$ cat config.mk
export PLATFORM = sky130hd
export DESIGN_NAME = mole_draw_sequencer
export DESIGN_NICKNAME = d
export VERILOG_FILES = /design/src/rtl/mole_draw_sequencer.sv
export SDC_FILE = /design/constraint.sdc
export NUM_CORES = 1
export LEC_CHECK = 0
export ABC_CLOCK_PERIOD_IN_PS = 6390
export CELL_PAD_IN_SITES_DETAIL_PLACEMENT = 0
export CELL_PAD_IN_SITES_GLOBAL_PLACEMENT = 1
export CORE_MARGIN = 4
export CORE_UTILIZATION = 45
export DETAILED_ROUTE_END_ITERATION = 8
export GPL_ROUTABILITY_DRIVEN = 0
export HOLD_SLACK_MARGIN = 0.12
export PLACE_DENSITY_LB_ADDON = 0.08
export SLEW_MARGIN = 25
export SYNTH_ARGS = -nofsm -noshare
export SYNTH_HDL_FRONTEND = slang
export SYNTH_SLANG_ARGS = --single-unit
$ cat constraint.sdc
create_clock -name clk -period 6.39 [get_ports clk]
set_input_delay 1.917 -clock clk [delete_from_list [all_inputs] [get_ports clk]]
set_output_delay 1.917 -clock clk [all_outputs]
set_load 0.01 [all_outputs]
$ cat src/rtl/mole_draw_sequencer.sv
// Walks the 3x3 mole grid and issues one box-draw command per hole whose
// state changed. Define MOLE_FULL_REDRAW_EN to redraw all 9 holes on every update.
module mole_draw_sequencer #(
  parameter int unsigned X0          = 40,
  parameter int unsigned Y0          = 30,
  parameter int unsigned X_PITCH     = 80,
  parameter int unsigned Y_PITCH     = 60,
  parameter logic [2:0]  MOLE_COLOUR = 3'b100,
  parameter logic [2:0]  HOLE_COLOUR = 3'b010
) (
  input  logic       clk,
  input  logic       reset,
  input  logic       iUpdate,
  input  logic [8:0] iMoleMask,
  input  logic       iDrawDone,
  output logic       oPlotBox,
  output logic [8:0] oStart_X,
  output logic [7:0] oStart_Y,
  output logic [2:0] oColour,
  output logic       oBusy,
  output logic       oFrameDone
);

  localparam logic [2:0] S_IDLE   = 3'd0;
  localparam logic [2:0] S_SCAN   = 3'd1;
  localparam logic [2:0] S_ISSUE  = 3'd2;
  localparam logic [2:0] S_WAIT   = 3'd3;
  localparam logic [2:0] S_FINISH = 3'd4;

  logic [2:0] state_q, state_d;
  logic [8:0] target_q, target_d;
  logic [8:0] shown_q, shown_d;
  logic       shown_valid_q, shown_valid_d;
  logic [3:0] idx_q, idx_d;
  logic [8:0] pend_mask_q, pend_mask_d;
  logic       pend_q, pend_d;
  logic [8:0] x_q, x_d;
  logic [7:0] y_q, y_d;
  logic [2:0] col_q, col_d;

  logic [1:0]  hole_col, hole_row;
  logic [31:0] hole_x, hole_y;
  logic        need_draw;

  always_comb begin
    hole_col = 2'd0;
    hole_row = 2'd0;
    case (idx_q)
      4'd0: begin hole_col = 2'd0; hole_row = 2'd0; end
      4'd1: begin hole_col = 2'd1; hole_row = 2'd0; end
      4'd2: begin hole_col = 2'd2; hole_row = 2'd0; end
      4'd3: begin hole_col = 2'd0; hole_row = 2'd1; end
      4'd4: begin hole_col = 2'd1; hole_row = 2'd1; end
      4'd5: begin hole_col = 2'd2; hole_row = 2'd1; end
      4'd6: begin hole_col = 2'd0; hole_row = 2'd2; end
      4'd7: begin hole_col = 2'd1; hole_row = 2'd2; end
      4'd8: begin hole_col = 2'd2; hole_row = 2'd2; end
      default: begin hole_col = 2'd0; hole_row = 2'd0; end
    endcase
    hole_x = X0 + 32'(hole_col) * X_PITCH;
    hole_y = Y0 + 32'(hole_row) * Y_PITCH;
  end

`ifdef MOLE_FULL_REDRAW_EN
  assign need_draw = 1'b1;
`else
  assign need_draw = !shown_valid_q || (target_q[idx_q] != shown_q[idx_q]);
`endif

  always_comb begin
    state_d       = state_q;
    target_d      = target_q;
    shown_d       = shown_q;
    shown_valid_d = shown_valid_q;
    idx_d         = idx_q;
    pend_mask_d   = pend_mask_q;
    pend_d        = pend_q;
    x_d           = x_q;
    y_d           = y_q;
    col_d         = col_q;

    // Mid-sequence updates park in the one-deep pending slot; FINISH consumes them directly.
    if (iUpdate && state_q != S_IDLE && state_q != S_FINISH) begin
      pend_mask_d = iMoleMask;
      pend_d      = 1'b1;
    end

    case (state_q)
      S_IDLE: begin
        if (iUpdate) begin
          target_d = iMoleMask;
          idx_d    = 4'd0;
          state_d  = S_SCAN;
        end
      end
      S_SCAN: begin
        if (need_draw) begin
          x_d     = hole_x[8:0];
          y_d     = hole_y[7:0];
          col_d   = target_q[idx_q] ? MOLE_COLOUR : HOLE_COLOUR;
          state_d = S_ISSUE;
        end else if (idx_q == 4'd8) begin
          state_d = S_FINISH;
        end else begin
          idx_d = idx_q + 4'd1;
        end
      end
      S_ISSUE: state_d = S_WAIT;
      S_WAIT: begin
        if (iDrawDone) begin
          shown_d[idx_q] = target_q[idx_q];
          if (idx_q == 4'd8) begin
            state_d = S_FINISH;
          end else begin
            idx_d   = idx_q + 4'd1;
            state_d = S_SCAN;
          end
        end
      end
      S_FINISH: begin
        shown_valid_d = 1'b1;
        if (iUpdate) begin
          target_d = iMoleMask;
          pend_d   = 1'b0;
          idx_d    = 4'd0;
          state_d  = S_SCAN;
        end else if (pend_q) begin
          target_d = pend_mask_q;
          pend_d   = 1'b0;
          idx_d    = 4'd0;
          state_d  = S_SCAN;
        end else begin
          state_d = S_IDLE;
        end
      end
      default: state_d = S_IDLE;
    endcase
  end

  always_ff @(posedge clk) begin
    if (reset) begin
      state_q       <= S_IDLE;
      target_q      <= '0;
      shown_q       <= '0;
      shown_valid_q <= 1'b0;
      idx_q         <= '0;
      pend_mask_q   <= '0;
      pend_q        <= 1'b0;
      x_q           <= '0;
      y_q           <= '0;
      col_q         <= '0;
    end else begin
      state_q       <= state_d;
      target_q      <= target_d;
      shown_q       <= shown_d;
      shown_valid_q <= shown_valid_d;
      idx_q         <= idx_d;
      pend_mask_q   <= pend_mask_d;
      pend_q        <= pend_d;
      x_q           <= x_d;
      y_q           <= y_d;
      col_q         <= col_d;
    end
  end

  assign oPlotBox   = (state_q == S_ISSUE);
  assign oFrameDone = (state_q == S_FINISH);
  assign oBusy      = (state_q != S_IDLE);
  assign oStart_X   = x_q;
  assign oStart_Y   = y_q;
  assign oColour    = col_q;

endmodule

==> metrics <==
period utilization 0.697; clock slew at reported path FFs 0.10 ns; FFs w/ async S/R, synth 0; Synth top area share 0.389; Post-Place Setup Slack 1.61 ns; number of buffers inserted by post-CTS setup repair 0; # fillers 589; sequential element share of the synthesized area 0.389; worst min path class reg2reg; Top FF cell, synth dfxtp_1; multi-input logic area 0.00151 mm²; via/cell ratio 5.14; post-layout min period 4.46 ns; final hold violations 0; global-route congestion overflow total 0; WL met1 2740 µm; FP Rows 28; fmax 224 MHz; largest net degree at the start of global routing 53; Slew HR 0.339; ANT nets after route 0; CP max FO 22; vias in the first global route 1944; Worst setup EP type flip-flop; Starting Density 0.463; Cells after Synth 308; Synth warnings 0; CTS resizes 0; RSZ-0062 raised after global routing no; Switching Share 0.282; Power Internal 531 µW; clock share of power 0.316; GRT Overall Usage 0.155; part of the power in registers 0.501; area grow syn2layout 14.4%; Req. time, crit path 6.57 ns; layout cells sized above 1 0.0701; first-pass GRT wire length 9200 µm; First-pass DRT Iterations 4; count leader, synth dfxtp_1; nets 355; pwr dens 237 mW/mm²; cts hold-fix bufs 0; Final Skew 0.00922 ns; setup_tns 0 ns; Die Height 85.8 µm; ranking of synthesized cells by area dfxtp_1, mux2i_1, ha_1; Final Setup Violations 0; run status finished, final reports clean; Mean Syn Cell Area 8.85 µm²; drt wl/cell 13.8 µm; Die X 85.8 µm; Psw 209 µW; met3 routed WL 195 µm; Arr. time, crit path 4.64 ns; vias after detailed routing 2071; Port Buffers 29; CTS Buf Count 5; CP Class in2reg; Pleak 0.00115 µW; ANT cells 0; # clock sinks 53; initial DRC count 103; Post-synth EDFFs 0; CTS H-tree depth 2; Post-synth top cells dfxtp_1, nor2_1, mux2i_1; Distinct cells, synth 42; I/O pin total 36; Clk Latency, worst-skew pair 0.31 ns; max-cap violation count 0; VDD IR max 123 µV; Worst Tran Pin Value 0.992 ns; setup slack after layout 1.93 ns; Post-DP HPWL 3810 µm; CTS tree yes; core box area 0.00589 mm²; Reg area 0.00106 mm²; Clock Root Buffer clkbuf_8; drt drc 0; final wirelength 5540 µm; combinational fraction of design power 0.183; final slew viol count 0; Startpoint Class input port; die footprint 0.00737 mm²; Yosys reg bits 53; Highest Signal Layer met4; post-synthesis cell area 0.00273 mm²; cell taking the most area after synthesis dfxtp_1; Clock Tree Buf Depth 2; met2 routed WL 2550 µm; initial antenna violation count 0
[cell type report]
class,count,area share
inverter,10,0.0120
clock buffer,5,0.0221
multi-input combinational,226,0.484
clock inverter,3,0.0148
tap,75,0.0301
sequential,53,0.340
timing repair buffer,31,0.0963
[sequential cells by signal (all words and copies together) (netlist names)]
signal         flops
hole_col           2
hole_row           2
idx_q              4
oColour            2
oStart_X           6
oStart_Y           5
pend_mask_q        9
pend_q             1
shown_q            9
shown_valid_q      1
state_q            3
target_q           9
[metal layers]
metal / up-vias / track usage
met3: 5 / 0.0384
met5: - / 0
li1: 1088 / -
met4: 0 / 0.0518
met1: 955 / 0.198
met2: 23 / 0.255
[worst max-delay path, cell delays in order]
cell	delay, ns
clkdlybuf4s50_1	0.49
a21oi_1	0.18
nor3_2	0.05
buf_4	0.22
a21oi_1	0.27
nor2b_1	0.10
a21oi_2	0.29
mux2_4	0.35
nor2_1	0.20
inv_1	0.10
ha_1	0.22
mux2i_1	0.14
o22ai_1	0.09
[power groups by stage]
stage / combinational (µW) / sequential [µW] / clock, µW
detailed placement: 137 / 378 / 0
floorplan: 104 / 372 / 0
finish: 135 / 371 / 234
global route: 150 / 375 / 256
global placement: 135 / 378 / 0
CTS: 138 / 371 / 245
[cell families after synthesis]
kind of cell,count (synthesis),share of synthesized area
muxes,32,0.119
buffers and inverters,34,0.0661
adders and majority gates,15,0.0689
AOI/OAI and AO/OA,54,0.145
DFF,53,0.389
xor gates and xnor gates,4,0.0156
other,1,0.00138
and+or+nand+nor,115,0.194
[path summary, 6_finish.rpt]
| kind | start | to | slack (ns) | cells past startpoint |
|---|---|---|---|---|
| worst min-delay path | shown_q[2] | shown_q[2] | 0.46 | 2 |
| worst min register to register | shown_q[2] | shown_q[2] | 0.46 | 2 |
| worst max register to register | idx_q[0] | hole_col[1] | 2.98 | 11 |
| worst max-delay path | iUpdate | hole_col[1] | 1.93 | 13 |
[stage by stage]
| step | area (µm²) | cells | hold WS [ns] | power, µW | utilization |
|---|---|---|---|---|---|
| 6_report | 3120 | 403 | 0.462 | 740 | 0.530 |
| 4_1_cts | 3120 | 403 | 0.462 | 754 | 0.530 |
| 3_5_place_dp | 3000 | 395 | 0.447 | 515 | 0.510 |
| 3_3_place_gp | 3000 | 395 | 0.443 | 513 | 0.510 |
| 5_1_grt | 3120 | 403 | 0.481 | 781 | 0.530 |
| 2_1_floorplan | 2740 | 313 | 0.436 | 475 | - |
[placed cells by master (no fill, tap or decap), types with 2 or more instances in the layout]
| cell type | instances |
|---|---|
| nand2b_1 | 5 |
| inv_1 | 10 |
| o22ai_1 | 5 |
| mux2i_1 | 31 |
| clkbuf_8 | 5 |
| and3_1 | 2 |
| nand2_1 | 28 |
| nand3_1 | 9 |
| nor3_1 | 5 |
| o21bai_1 | 2 |
| nor2b_1 | 3 |
| a211oi_1 | 14 |
| o21ai_0 | 3 |
| nand3b_1 | 5 |
| buf_4 | 2 |
| ha_1 | 15 |
| xnor2_1 | 3 |
| or3_1 | 2 |
| clkdlybuf4s50_1 | 28 |
| a21oi_1 | 19 |
| nor2_1 | 48 |
| conb_1 | 6 |
| o221ai_1 | 2 |
| dfxtp_1 | 53 |
No activity file was read; power rests on OpenSTA's default activity.
